[src/rtl/result_write_arbiter_pkg.sv]
// Shared constants and state encoding for the frame-buffer result write arbiter.
package result_write_arbiter_pkg;

    localparam int unsigned NUM_REQ_BITS = 2;
    localparam int unsigned NUM_REQ      = 1 << NUM_REQ_BITS;
    localparam int unsigned WIDTH_BITS   = 8;
    localparam int unsigned HEIGHT_BITS  = 8;
    localparam int unsigned TOTAL_PIXELS = 1 << (WIDTH_BITS + HEIGHT_BITS);

    localparam int unsigned COUNT_BITS = WIDTH_BITS + HEIGHT_BITS + 1;
    localparam int unsigned STALL_BITS = 16;

    // Packed request bus widths; requester k occupies slice [k*W +: W].
    localparam int unsigned COL_BUS_W = NUM_REQ * WIDTH_BITS;
    localparam int unsigned ROW_BUS_W = NUM_REQ * HEIGHT_BITS;

    localparam logic [1:0] StIdle = 2'd0;
    localparam logic [1:0] StRun  = 2'd1;
    localparam logic [1:0] StDone = 2'd2;

endpackage

[src/rtl/result_write_arbiter_rr_priority_picker.sv]
// Round-robin priority search: first valid requester at or after the pointer, modulo NUM_REQ.
module result_write_arbiter_rr_priority_picker
    import result_write_arbiter_pkg::*;
(
    input  logic [NUM_REQ-1:0]      valid_i,
    input  logic [NUM_REQ_BITS-1:0] ptr_i,
    output logic [NUM_REQ_BITS-1:0] grant_o,
    output logic                    any_valid_o
);

    logic [NUM_REQ_BITS-1:0] idx;
    logic                    found;

    always_comb begin
        grant_o = '0;
        found   = 1'b0;
        idx     = '0;
        for (int unsigned i = 0; i < NUM_REQ; i++) begin
            // Index arithmetic wraps naturally because NUM_REQ is a power of two.
            idx = ptr_i + NUM_REQ_BITS'(i);
            if (!found && valid_i[idx]) begin
                grant_o = idx;
                found   = 1'b1;
            end
        end
        any_valid_o = found;
    end

endmodule

[src/rtl/result_write_arbiter.sv]
// Round-robin arbiter sharing the frame-buffer write port between box-filter result streams.
module result_write_arbiter
    import result_write_arbiter_pkg::*;
(
    input  logic                    clock,
    input  logic                    not_reset,
    input  logic                    start,
    input  logic [NUM_REQ-1:0]      iReqValid,
    input  logic [COL_BUS_W-1:0]    iReqCol,
    input  logic [ROW_BUS_W-1:0]    iReqRow,
    input  logic [NUM_REQ-1:0]      iReqData,
    output logic [NUM_REQ-1:0]      oReqReady,
    output logic [HEIGHT_BITS-1:0]  oX,
    output logic [WIDTH_BITS-1:0]   oY,
    output logic                    oData,
    output logic                    oWren,
    output logic [NUM_REQ_BITS-1:0] oGrantIdx,
    output logic [COUNT_BITS-1:0]   oWriteCount,
    output logic                    oAllWritten,
    output logic [STALL_BITS-1:0]   oStallCycles
);

    logic [1:0]              state_q, state_d;
    logic [NUM_REQ_BITS-1:0] ptr_q, ptr_d;
    logic                    wren_q, wren_d;
    logic [HEIGHT_BITS-1:0]  x_q, x_d;
    logic [WIDTH_BITS-1:0]   y_q, y_d;
    logic                    data_q, data_d;
    logic [NUM_REQ_BITS-1:0] grant_idx_q, grant_idx_d;
    logic [COUNT_BITS-1:0]   count_q, count_d;
    logic [STALL_BITS-1:0]   stall_q, stall_d;

    logic [NUM_REQ_BITS-1:0] grant;
    logic                    any_valid;
    logic                    run;
    logic                    transfer;
    logic                    stall;
    logic [NUM_REQ_BITS:0]   num_valid;
    logic [HEIGHT_BITS-1:0]  row_sel;
    logic [WIDTH_BITS-1:0]   col_sel;

    result_write_arbiter_rr_priority_picker u_picker (
        .valid_i     (iReqValid),
        .ptr_i       (ptr_q),
        .grant_o     (grant),
        .any_valid_o (any_valid)
    );

    assign run      = (state_q == StRun);
    // The granted requester is valid by construction, so any valid in RUN is a transfer.
    assign transfer = run && any_valid;
    assign row_sel  = iReqRow[grant*HEIGHT_BITS +: HEIGHT_BITS];
    assign col_sel  = iReqCol[grant*WIDTH_BITS +: WIDTH_BITS];

    always_comb begin
        oReqReady = '0;
        if (transfer) begin
            oReqReady[grant] = 1'b1;
        end
    end

    always_comb begin
        num_valid = '0;
        for (int unsigned k = 0; k < NUM_REQ; k++) begin
            num_valid = num_valid + (NUM_REQ_BITS + 1)'(iReqValid[k]);
        end
    end

    assign stall = run && (num_valid > (NUM_REQ_BITS + 1)'(transfer));

    always_comb begin
        state_d     = state_q;
        ptr_d       = ptr_q;
        wren_d      = 1'b0;
        x_d         = x_q;
        y_d         = y_q;
        data_d      = data_q;
        grant_idx_d = grant_idx_q;
        count_d     = count_q;
        stall_d     = stall_q;
        case (state_q)
            StIdle, StDone: begin
                if (start) begin
                    state_d = StRun;
                    ptr_d   = '0;
                    count_d = '0;
                    stall_d = '0;
                end
            end
            StRun: begin
                if (stall && (stall_q != '1)) begin
                    stall_d = stall_q + 1'b1;
                end
                if (transfer) begin
                    ptr_d       = grant + 1'b1;
                    wren_d      = 1'b1;
                    x_d         = row_sel;
                    y_d         = col_sel;
                    data_d      = iReqData[grant];
                    grant_idx_d = grant;
                    count_d     = count_q + 1'b1;
                    if (count_q == COUNT_BITS'(TOTAL_PIXELS - 1)) begin
                        state_d = StDone;
                    end
                end
            end
            default: state_d = StIdle;
        endcase
    end

    always_ff @(posedge clock or negedge not_reset) begin
        if (!not_reset) begin
            state_q     <= StIdle;
            ptr_q       <= '0;
            wren_q      <= 1'b0;
            x_q         <= '0;
            y_q         <= '0;
            data_q      <= 1'b0;
            grant_idx_q <= '0;
            count_q     <= '0;
            stall_q     <= '0;
        end else begin
            state_q     <= state_d;
            ptr_q       <= ptr_d;
            wren_q      <= wren_d;
            x_q         <= x_d;
            y_q         <= y_d;
            data_q      <= data_d;
            grant_idx_q <= grant_idx_d;
            count_q     <= count_d;
            stall_q     <= stall_d;
        end
    end

    assign oX           = x_q;
    assign oY           = y_q;
    assign oData        = data_q;
    assign oWren        = wren_q;
    assign oGrantIdx    = grant_idx_q;
    assign oWriteCount  = count_q;
    assign oAllWritten  = (state_q == StDone);
    assign oStallCycles = stall_q;

endmodule

[config.mk]
export PLATFORM = sky130hd
export DESIGN_NAME = result_write_arbiter
export DESIGN_NICKNAME = d
export VERILOG_FILES = /design/src/rtl/result_write_arbiter_pkg.sv /design/src/rtl/result_write_arbiter_rr_priority_picker.sv /design/src/rtl/result_write_arbiter.sv
export SDC_FILE = /design/constraint.sdc
export NUM_CORES = 1
export LEC_CHECK = 0
export BUFFER_PORTS_ARGS = -buffer_cell sky130_fd_sc_hd__buf_2
export CORE_ASPECT_RATIO = 1.5
export CORE_UTILIZATION = 40
export DETAILED_ROUTE_END_ITERATION = 7
export PLACE_DENSITY_LB_ADDON = 0.2
export SYNTH_ARGS = -nofsm -noshare
export SYNTH_HDL_FRONTEND = slang
export SYNTH_SLANG_ARGS = --single-unit
[constraint.sdc]
create_clock -name clock -period 2.6 [get_ports clock]
set_input_delay 0.39 -clock clock [delete_from_list [all_inputs] [get_ports clock]]
set_output_delay 0.39 -clock clock [all_outputs]
set_load 0.01 [all_outputs]
==> results of run 1 <==
-- power breakdown --
part	switching, W	internal, W
Combinational	0.000825	0.000660
Clock	0.000382	0.000837
Sequential	0.000221	0.00114
Total	0.00143	0.00264
-- tightest hold or removal path: stages --
cell,delay [ns]
buf_2,0.07
mux2i_1,0.05
o211ai_1,0.14
-- state kept, by name, summed over array words and instances (netlist names) --
| name | count |
|---|---|
| oY | 8 |
| oStallCycles | 16 |
| oGrantIdx | 2 |
| oData | 1 |
| ptr_q | 2 |
| oWriteCount | 17 |
| oX | 8 |
| oWren | 1 |
| state_q | 2 |
-- worst max path at each step --
stage | startpoint | to | slack (ns) | cells past startpoint
2_1_floorplan | iReqValid[1] | oStallCycles[13] | 0.07 | 9
3_3_place_gp | iReqValid[0] | oStallCycles[7] | -0.14 | 9
3_5_place_dp | iReqValid[0] | oStallCycles[11] | -0.17 | 9
4_1_cts | iReqValid[0] | oStallCycles[7] | 0.07 | 9
5_1_grt | iReqValid[0] | oStallCycles[7] | 0.04 | 9
6_report | iReqValid[0] | oStallCycles[7] | 0.08 | 9
-- layout make-up --
type	instances	area, µm²
clock buffers	13	280
clock inverters	2	35.0
fillers	808	3760
inverters	9	43.8
multi-input cells	277	1870
flip-flops and latches	57	1430
well taps	107	134
repair buffers	151	806
-- metrics by stage --
| stage | setup TNS (ns) | cells | area (µm²) | hold WS (ns) | setup slack [ns] |
|---|---|---|---|---|---|
| global route | 0 | 616 | 4600 | 0.395 | 0.0372 |
| finish | 0 | 616 | 4600 | 0.376 | 0.0850 |
| floorplan | 0 | 360 | 3430 | 0.0944 | 0.0684 |
| global placement | -1.04 | 600 | 4270 | 0.343 | -0.143 |
| CTS | 0 | 616 | 4600 | 0.371 | 0.0736 |
| detailed placement | -1.35 | 600 | 4270 | 0.346 | -0.166 |
-- Yosys cell counts, types with 2 or more instances --
| cell | n |
|---|---|
| nand2b_1 | 5 |
| buf_6 | 2 |
| xnor2_1 | 15 |
| and3b_1 | 2 |
| inv_1 | 6 |
| buf_2 | 4 |
| a21o_1 | 2 |
| and2_1 | 3 |
| nand4_1 | 6 |
| clkbuf_1 | 10 |
| nor2b_1 | 2 |
| mux2_1 | 2 |
| a31o_2 | 2 |
| nor4_1 | 5 |
| dfrtp_1 | 57 |
| nor2_1 | 33 |
| mux2i_1 | 12 |
| a211o_1 | 9 |
| nor3_1 | 6 |
| o21ai_0 | 25 |
| or2_2 | 2 |
| nand3_1 | 33 |
| and3_1 | 8 |
| nand2_1 | 29 |
| a21oi_1 | 12 |
| nand4b_1 | 2 |
| xor2_1 | 7 |
| ha_1 | 11 |
| nor4b_1 | 4 |
| a221o_1 | 9 |
| o211ai_1 | 8 |
| mux2_2 | 7 |
-- logic make-up (layout without fill, tap and decap cells) --
family                   count (synthesis)  count (layout)  share of synthesized area [%]
adder cells (fa/ha/maj)                 12              12                           4.61
AND/OR/NAND/NOR                        148             148                           22.4
AO/OA/AOI/OAI                           74              74                           15.5
buffers and inverters                   26             175                           3.76
XOR/XNOR                                22              22                           5.63
multiplexers                            21              21                           6.47
flip-flops                              57              57                           41.7
-- layer usage --
layer | wire [µm] | share of wire [%] | vias to the layer above
met5 | 0 | 0 | -
met4 | 169 | 1.9 | 0
met3 | 554 | 6.1 | 11
met2 | 4810 | 53 | 121
met1 | 3520 | 39 | 1542
li1 | - | - | 1597
-- timing repair --
item	4_1_cts	5_1_grt
resized for setup	0	1
endpoints found under the setup margin	0	1
hold buffers	1	0
endpoints found under the hold margin	8	0
==> out/results.tsv, run 1 <==
stage	metric	value	unit
outcome	status	complete, no violations	
logic_synthesis	Synth Register Bits	57	
clock_tree	clock sink count	57	
sta	Slew headroom	65.7	%
global_route	total congestion overflow	0	
critical_path	Worst Path Max Fanout	6	
drt	routed vias	3271	
critical_path	crit path DAT	2.73	ns
floorplanning	IO Pins	133	
floorplanning	Initial Utilization	40.9	%
clock_tree	Post-CTS Setup Bufs	0	
finish	commonest non-fill, non-tap cell in the layout	buf_2	
drt	Post-Route WL	9060	µm
floorplanning	DIE AREA	8940	µm²
floorplanning	# rows	41	
global_route	largest net degree at the start of global routing	41	
global_route	met1 Use GR	23.5	%
global_route	GR met3 Demand/Resource	5.56	%
logic_synthesis	Seq/Total Area, Yosys	41.7	%
critical_path	Startpoint Class	input port	
critical_path	crit path capture type	register	
min_path	hold-critical path depth	3	
logic_synthesis	Synth area leader	dfrtp_1	
critical_path	crit path cell chain	buf_2 > fa_1 > ha_1 > inv_1 > ha_1 > a2111o_1 > nor4b_1 > xnor2_1 > nor2_1	
sta	worst slew pin tran	0.513	ns
power	LEAKAGE	2.28	nW
sta	Setup Skew	0.00494	ns
placement	Placer Congestion	0.799	
power	PD cells	885	nW/µm²
finish	Layout Utilization	55.0	%
global_route	initial antenna violation count	0	
placement	Post-DP HPWL	6730	µm
critical_path	crit path kind	in -> reg	
run	Max Cap Viol	0	
min_path	worst min path class	in -> reg	
logic_synthesis	Synth top area share	41.7	%
drt	DR iter-0 viols	124	
drt	drt first pass iters	4	
clock_tree	root buffer cell	clkbuf_16	
sta	pins over their slew limit	0	
power	peak supply drop	0.453	mV
logic_synthesis	syn avg cell area	9.51	µm²
logic_synthesis	number of synthesized flops with an enable pin	0	
clock_tree	clk buf depth	2	
finish	area growth from synthesis to layout	34.3	%
logic_synthesis	ys flop type	dfrtp_1	
drt	DR vias/cell	5.31	
power	Tot Pwr	0.00407	W
logic_synthesis	syn nets	447	
sta	Tmin final	2.52	ns
critical_path	crit-path max cell delay	0.48	ns
finish	commonest cells after routing, fill and taps aside	132 x buf_2, 57 x dfrtp_1, 33 x nor2_1, 33 x nand3_1, 29 x nand2_1	
logic_synthesis	Netlist cell types	52	
sta	final setup vio count	0	
global_route	All-Layer GR Usage	21.9	%
critical_path	required time worst endpoint	2.81	ns
drt	Avg WL per Cell	14.7	µm
finish	layout cell share with drive strength beyond 1	36.9	%
sta	RSZ-0062 raised after global routing	no	
critical_path	worst path bufs/invs	2	
min_path	worst hold endpoint	oY[4]	
critical_path	most frequent CP cell	ha_1	
clock_tree	CTS H-tree lvls	3	
clock_tree	latest clock arrival within the worst-skew pair	0.33	ns
critical_path	R2R Setup Slk	0.26	ns
clock_tree	CTS tree	done	
sta	fin crit share	96.7	%
min_path	min-delay src	iReqCol[4]	
sta	Fmax	398	MHz
logic_synthesis	Mapped Area	3420	µm²
drt	ANT nets after route	0	
global_route	first-pass GRT wire length	15100	µm
critical_path	r2r endpoint	oStallCycles[7]	
clock_tree	clock buffers created by TritonCTS	9	
logic_synthesis	Async S/R FF share, synth	100	%
global_route	GRT met2 Usage	40.4	%
placement	port bufs	132	
global_route	busiest grt layer	met2	
logic_synthesis	leading post-synthesis cells by cell area	dfrtp_1 42%, nand3_1 4.8%, ha_1 4.0%, xnor2_1 3.8%, o21ai_0 3.7%	
finish	Final #Nets	592	
floorplanning	core area	8360	µm²
clock_tree	Clock Pin Slew Worst Setup and Hold Paths	0.05	ns
drt	# DRC	0	
critical_path	reg2reg start	state_q[0]	
critical_path	FF-to-FF path depth	8	
critical_path	Crit-path slowest cell	fa_1	
floorplanning	die width	77.5	µm
logic_synthesis	yosys warns	0	
logic_synthesis	Mapped Cells	360	
global_route	via count of the first global-routing pass	3217	
finish	diodes inserted	0	
critical_path	family with the most delay on the worst path	adder cells	
floorplanning	Die Span Y	115	µm
sta	Final Hold Fails	0	
(Power assumes the default switching activity.)
==> run 2, diff against run 1 <==
Settings changed: CORE_UTILIZATION 40 to 27.
==> run 2 against run 1 <==
Clock-buffer cell count grew 2. Via count increased by 1.1%. Worst hold slack lost 0.31 ns. Design area rose by 0.11%. Clock skew grew 0.0033 ns. Fmax rose by 2.4%. Critical path depth did not move. Largest cell class unchanged. Die area up 47%. Largest power group unchanged.
==> out/results.tsv, run 2 (same netlist as run 1, synthesis figures left out) <==
stage	metric	value	unit	change
sta	Tmin final	2.46	ns	was 2.52 ns
finish	diodes inserted	0		unchanged
floorplanning	IO Pins	133		unchanged
min_path	worst min path class	in -> async		was in -> reg
finish	fin cells	663		was 616
finish	Final #Nets	590		was 592
sta	Fmax	407	MHz	was 398 MHz
sta	worst slew pin tran	0.541	ns	was 0.513 ns
clock_tree	root buffer cell	clkbuf_16		unchanged
drt	Avg WL per Cell	15.3	µm	was 14.7 µm
sta	Post-Route Setup TNS	0	ns	unchanged
sta	final setup vio count	0		unchanged
critical_path	Startpoint Class	input port		unchanged
floorplanning	DIE AREA	13100	µm²	was 8940 µm²
drt	DR vias/cell	4.99		was 5.31
sta	Slew headroom	63.9	%	was 65.7%
drt	# DRC	0		unchanged
placement	Area after DPL	4340	µm²	was 4270 µm²
critical_path	crit path capture type	register		unchanged
drt	DR iter-0 viols	107		was 124
power	LEAKAGE	2.24	nW	was 2.28 nW
global_route	first-pass GRT wire length	16800	µm	was 15,100 µm
critical_path	required time worst endpoint	2.81	ns	about the same
floorplanning	core area	12400	µm²	was 8360 µm²
drt	Post-Route WL	10200	µm	was 9060 µm
finish	commonest cells after routing, fill and taps aside	132 x buf_2, 57 x dfrtp_1, 33 x nor2_1, 33 x nand3_1, 29 x nand2_1		unchanged
sta	Setup Skew	0.00825	ns	was 0.00494 ns
power	peak supply drop	0.297	mV	was 0.453 mV
finish	area growth from synthesis to layout	34.5	%	was 34.3%
clock_tree	post-cts sizing count	0		unchanged
outcome	status	complete, no violations		unchanged
clock_tree	CTS H-tree lvls	3		unchanged
placement	Post-DP HPWL	7500	µm	was 6730 µm
global_route	largest net degree at the start of global routing	58		was 41
sta	Final Hold Fails	0		unchanged
run	Max Cap Viol	0		unchanged
global_route	via count of the first global-routing pass	3398		was 3,217
floorplanning	Initial Utilization	27.5	%	was 40.9%
sta	pins over their slew limit	0		unchanged
drt	routed vias	3307		was 3,271
clock_tree	clk buf depth	2		unchanged
clock_tree	clock sink count	57		unchanged
sta	fin crit share	94.5	%	was 96.7%
floorplanning	Die Span Y	140	µm	was 115 µm
floorplanning	die width	93.9	µm	was 77.5 µm
critical_path	Worst Path Max Fanout	6		unchanged
finish	fin area	4600	µm²	about the same
drt	ANT nets after route	0		unchanged
sta	hold slack	0.0680	ns	was 0.376 ns
finish	Layout Utilization	37.0	%	was 55.0%
finish	commonest non-fill, non-tap cell in the layout	buf_2		unchanged
sta	RSZ-0062 raised after global routing	no		unchanged
placement	port bufs	132		unchanged
finish	layout cell share with drive strength beyond 1	36.1	%	was 36.9%
floorplanning	# rows	50		was 41
clock_tree	latest clock arrival within the worst-skew pair	0.33	ns	about the same
drt	drt first pass iters	4		unchanged
clock_tree	Clock Pin Slew Worst Setup and Hold Paths	0.05	ns	about the same
clock_tree	CTS Hold Bufs	0		was 1
global_route	All-Layer GR Usage	16.6	%	was 21.9%
clock_tree	CTS tree	done		unchanged
power	PD cells	855	nW/µm²	was 885 nW/µm²
global_route	total congestion overflow	0		unchanged
critical_path	crit path kind	in -> reg		unchanged
critical_path	crit path DAT	2.67	ns	was 2.73 ns
finish	max FFs per register	17		unchanged
clock_tree	clock buffers created by TritonCTS	9		unchanged
placement	Placer Congestion	0.768		was 0.799
global_route	initial antenna violation count	0		unchanged
placement	Cells after DPL	648		was 600
clock_tree	Post-CTS Setup Bufs	0		unchanged
finish	fill count	1268		was 808
-- run 2: final cells by class --
type	count	area, µm²	area share, %
sequential	57	1430	31.0
multi-input combinational	277	1880	40.8
inverter	9	43.8	0.951
timing repair buffer	149	801	17.4
tap	156	195	4.24
clock buffer	15	258	5.60
-- run 2: routing by layer --
layer,vias to the layer above,share of wire (%),track usage (%),routed length (µm)
met1,1586,39,18.5,3970
met4,0,1.9,7.45,193
li1,1587,-,-,-
met5,-,0,0,0
met2,122,53,29.9,5380
met3,12,6.0,3.47,608
-- run 2: per-stage QoR --
stage | total power (W) | setup slack (ns)
2_1_floorplan | 0.00229 | 0.0684
3_3_place_gp | 0.00290 | -0.194
3_5_place_dp | 0.00291 | -0.216
4_1_cts | 0.00399 | 0.114
5_1_grt | 0.00422 | 0.0113
6_report | 0.00394 | 0.144
-- run 2: worst paths after layout --
check | start | to | slack (ns) | cells after the start
max | iReqValid[0] | oStallCycles[11] | 0.14 | 9
min | not_reset | oStallCycles[2] | 0.07 | 2
max reg2reg | state_q[0] | oStallCycles[11] | 0.36 | 8
min reg2reg | oGrantIdx[1] | oGrantIdx[1] | 0.48 | 1
max in group asynchronous | not_reset | oWriteCount[11] | 2.26 | 2
min in group clock | iReqCol[0] | oY[0] | 0.37 | 3
-- run 2: where the power goes --
group | internal (W) | leakage [nW] | switching [W]
Combinational | 0.000668 | 1.39 | 0.000849
Clock | 0.000666 | 0.124 | 0.000384
Sequential | 0.00114 | 0.732 | 0.000228
Total | 0.00248 | 2.24 | 0.00146
-- run 2: worst max-delay path, stage by stage --
cell	delay [ns]
buf_2	0.12
fa_1	0.49
ha_1	0.29
inv_1	0.04
ha_1	0.29
a2111o_1	0.49
nor4b_1	0.34
xnor2_1	0.16
nor2_1	0.05
==> run 3, diff against run 2 <==
Settings changed: CELL_PAD_IN_SITES_DETAIL_PLACEMENT from default to 1, CELL_PAD_IN_SITES_GLOBAL_PLACEMENT from default to 2, CTS_BUF_LIST from default to sky130_fd_sc_hd__clkbuf_4 sky130_fd_sc_hd__clkbuf_8 sky130_fd_sc_hd__clkbuf_16, SKIP_LAST_GASP from default to 1.
==> run 3 against run 2 <==
Total power rose by 1.9%. Sequential power barely moved. Clock-buffer cell count fell by 3. Die area did not move. Clock skew rose by 0.00075 ns. Via count fell by 0.45%. Non-clock buffer count rose by 2. Register-to-register slack got worse by 0.07 ns. Flip-flop and latch count did not move. Largest cell class unchanged.
==> out/results.tsv, run 3 (same netlist as run 1, synthesis figures left out) <==
stage	metric	value	unit	change
global_route	largest net degree at the start of global routing	58		unchanged
floorplanning	DIE AREA	13100	µm²	unchanged
sta	hold slack	0.0713	ns	was 0.0680 ns
critical_path	crit-path max cell delay	0.48	ns	was 0.49 ns
global_route	initial antenna violation count	0		unchanged
power	P_int	0.00253	W	was 0.00248 W
floorplanning	die width	93.9	µm	unchanged
drt	drt first pass iters	4		unchanged
global_route	first-pass GRT wire length	17500	µm	was 16,800 µm
sta	Setup Skew	0.00900	ns	was 0.00825 ns
finish	area growth from synthesis to layout	35.7	%	was 34.5%
finish	Final #Nets	592		was 590
clock_tree	clk buf depth	2		unchanged
critical_path	reg2reg start	state_q[0]		unchanged
clock_tree	clock buffers created by TritonCTS	9		unchanged
global_route	total congestion overflow	0		unchanged
floorplanning	Die Span Y	140	µm	unchanged
drt	Post-Route WL	10700	µm	was 10,200 µm
power	peak supply drop	0.354	mV	was 0.297 mV
clock_tree	CTS tree	done		unchanged
sta	pins over their slew limit	0		unchanged
finish	diodes inserted	0		unchanged
drt	# DRC	0		unchanged
placement	port bufs	132		unchanged
critical_path	Critical Path Stages	10		was 9
critical_path	required time worst endpoint	2.81	ns	about the same
floorplanning	Initial Utilization	27.5	%	unchanged
sta	final setup vio count	0		unchanged
floorplanning	core area	12400	µm²	unchanged
power	Switch Pwr	0.00148	W	was 0.00146 W
finish	commonest cells after routing, fill and taps aside	132 x buf_2, 57 x dfrtp_1, 33 x nor2_1, 33 x nand3_1, 29 x nand2_1		unchanged
critical_path	R2R Setup Slk	0.29	ns	was 0.36 ns
placement	Area after DPL	4340	µm²	about the same
clock_tree	clock sink count	57		unchanged
placement	Place WS	-0.203	ns	was -0.216 ns
critical_path	Startpoint Class	input port		unchanged
critical_path	Crit-path slowest cell	fa_1		unchanged
critical_path	crit path capture type	register		unchanged
drt	DR vias/cell	4.95		was 4.99
global_route	via count of the first global-routing pass	3499		was 3,398
power	Flop pwr share	34.0	%	was 34.8%
finish	fill count	1493		was 1,268
clock_tree	latest clock arrival within the worst-skew pair	0.32	ns	was 0.33 ns
critical_path	r2r endpoint	oStallCycles[14]		was oStallCycles[11]
floorplanning	IO Pins	133		unchanged
drt	DR iter-0 viols	68		was 107
critical_path	crit path from	iReqValid[0]		unchanged
critical_path	worst path bufs/invs	2		unchanged
sta	setup ws final	0.0992	ns	was 0.144 ns
global_route	All-Layer GR Usage	17.2	%	was 16.6%
floorplanning	# rows	50		unchanged
drt	ANT nets after route	0		unchanged
sta	Tmin final	2.50	ns	was 2.46 ns
outcome	status	complete, no violations		unchanged
drt	Avg WL per Cell	16.0	µm	was 15.3 µm
clock_tree	Clock Pin Slew Worst Setup and Hold Paths	0.05	ns	about the same
sta	Fmax	400	MHz	was 407 MHz
finish	max FFs per register	17		unchanged
min_path	worst min path class	in -> async		unchanged
sta	Final Hold Fails	0		unchanged
power	PD cells	864	nW/µm²	was 855 nW/µm²
critical_path	crit path kind	in -> reg		unchanged
sta	worst slew pin tran	0.553	ns	was 0.541 ns
clock_tree	root buffer cell	clkbuf_16		unchanged
power	Gate power share	38.5	%	about the same
critical_path	FF-to-FF path depth	9		was 8
sta	RSZ-0062 raised after global routing	yes		was no
finish	fin area	4640	µm²	was 4600 µm²
power	Sw Ratio	36.9	%	was 37.1%
sta	Slew headroom	63.0	%	was 63.9%
critical_path	family with the most delay on the worst path	adder cells		unchanged
finish	layout cell share with drive strength beyond 1	37.5	%	was 36.1%
critical_path	most frequent CP cell	ha_1		unchanged
sta	fin crit share	96.2	%	was 94.5%
placement	Placer Congestion	0.727		was 0.768
power	Clk pwr share	27.5	%	was 26.7%
drt	routed vias	3292		was 3,307
critical_path	crit path DAT	2.71	ns	was 2.67 ns
power	LEAKAGE	2.27	nW	was 2.24 nW
finish	commonest non-fill, non-tap cell in the layout	buf_2		unchanged
placement	Post-DP HPWL	7720	µm	was 7500 µm
clock_tree	CTS H-tree lvls	3		unchanged
critical_path	Worst Path Max Fanout	5		was 6
run	Max Cap Viol	0		unchanged
critical_path	CP Capture Point	oStallCycles[14]		was oStallCycles[11]
critical_path	crit path cell chain	buf_2 > fa_1 > ha_1 > inv_1 > ha_1 > and2_1 > a211o_1 > nor3_2 > a21oi_1 > a31o_2		was buf_2 > fa_1 > ha_1 > inv_1 > ha_1 > a2111o_1 > nor4b_1 > xnor2_1 > nor2_1
[run 3: changes by cell type in the layout (fill, tap and decap cells not counted), sizes merged]
cell	before	now
clkinv	0	3
clkbuf	15	12
buf	149	151
[run 3: routing by layer]
layer	share of wire, %	track usage [%]
met2	51	29.7
met1	42	20.3
met3	5.7	4.51
met4	1.2	5.99
met5	0	0
[run 3: power groups by stage]
| stage | Combinational, W | Clock (W) | Sequential [W] |
|---|---|---|---|
| after floorplan | 0.000841 | 0 | 0.00145 |
| final | 0.00154 | 0.00110 | 0.00136 |
| after detailed placement | 0.00155 | 0 | 0.00137 |
| after CTS | 0.00156 | 0.00115 | 0.00137 |
| after global routing | 0.00174 | 0.00118 | 0.00141 |
| after global placement | 0.00153 | 0 | 0.00136 |
[run 3: worst min-delay path by stage]
stage,from,to
4_1_cts,not_reset,oStallCycles[12]
6_report,not_reset,oStallCycles[12]
3_5_place_dp,not_reset,oStallCycles[12]
5_1_grt,not_reset,oStallCycles[11]
2_1_floorplan,not_reset,oData
3_3_place_gp,not_reset,oStallCycles[12]
[run 3: layout make-up]
class	count	area (µm²)	area share, %
multi-input cells	277	1880	40.5
flip-flops and latches	57	1430	30.7
repair buffers	151	816	17.6
clock buffers	12	267	5.74
well taps	156	195	4.20
inverters	9	43.8	0.943
clock inverters	3	15.0	0.323
[run 3: what timing repair did]
action                                  CTS  global route
setup buffers                             0             2
hold buffers                              0             0
endpoints found under the setup margin    0             4
resized for setup                         0             2
[run 3: through the flow]
step | std cells | util, % | TNS, ns | power, W
2_1_floorplan | 360 | - | 0 | 0.00229
3_3_place_gp | 648 | 34.9 | -1.28 | 0.00289
3_5_place_dp | 648 | 34.9 | -1.73 | 0.00292
4_1_cts | 663 | 37.1 | 0 | 0.00408
5_1_grt | 665 | 37.3 | -0.0218 | 0.00432
6_report | 665 | 37.3 | 0 | 0.00401
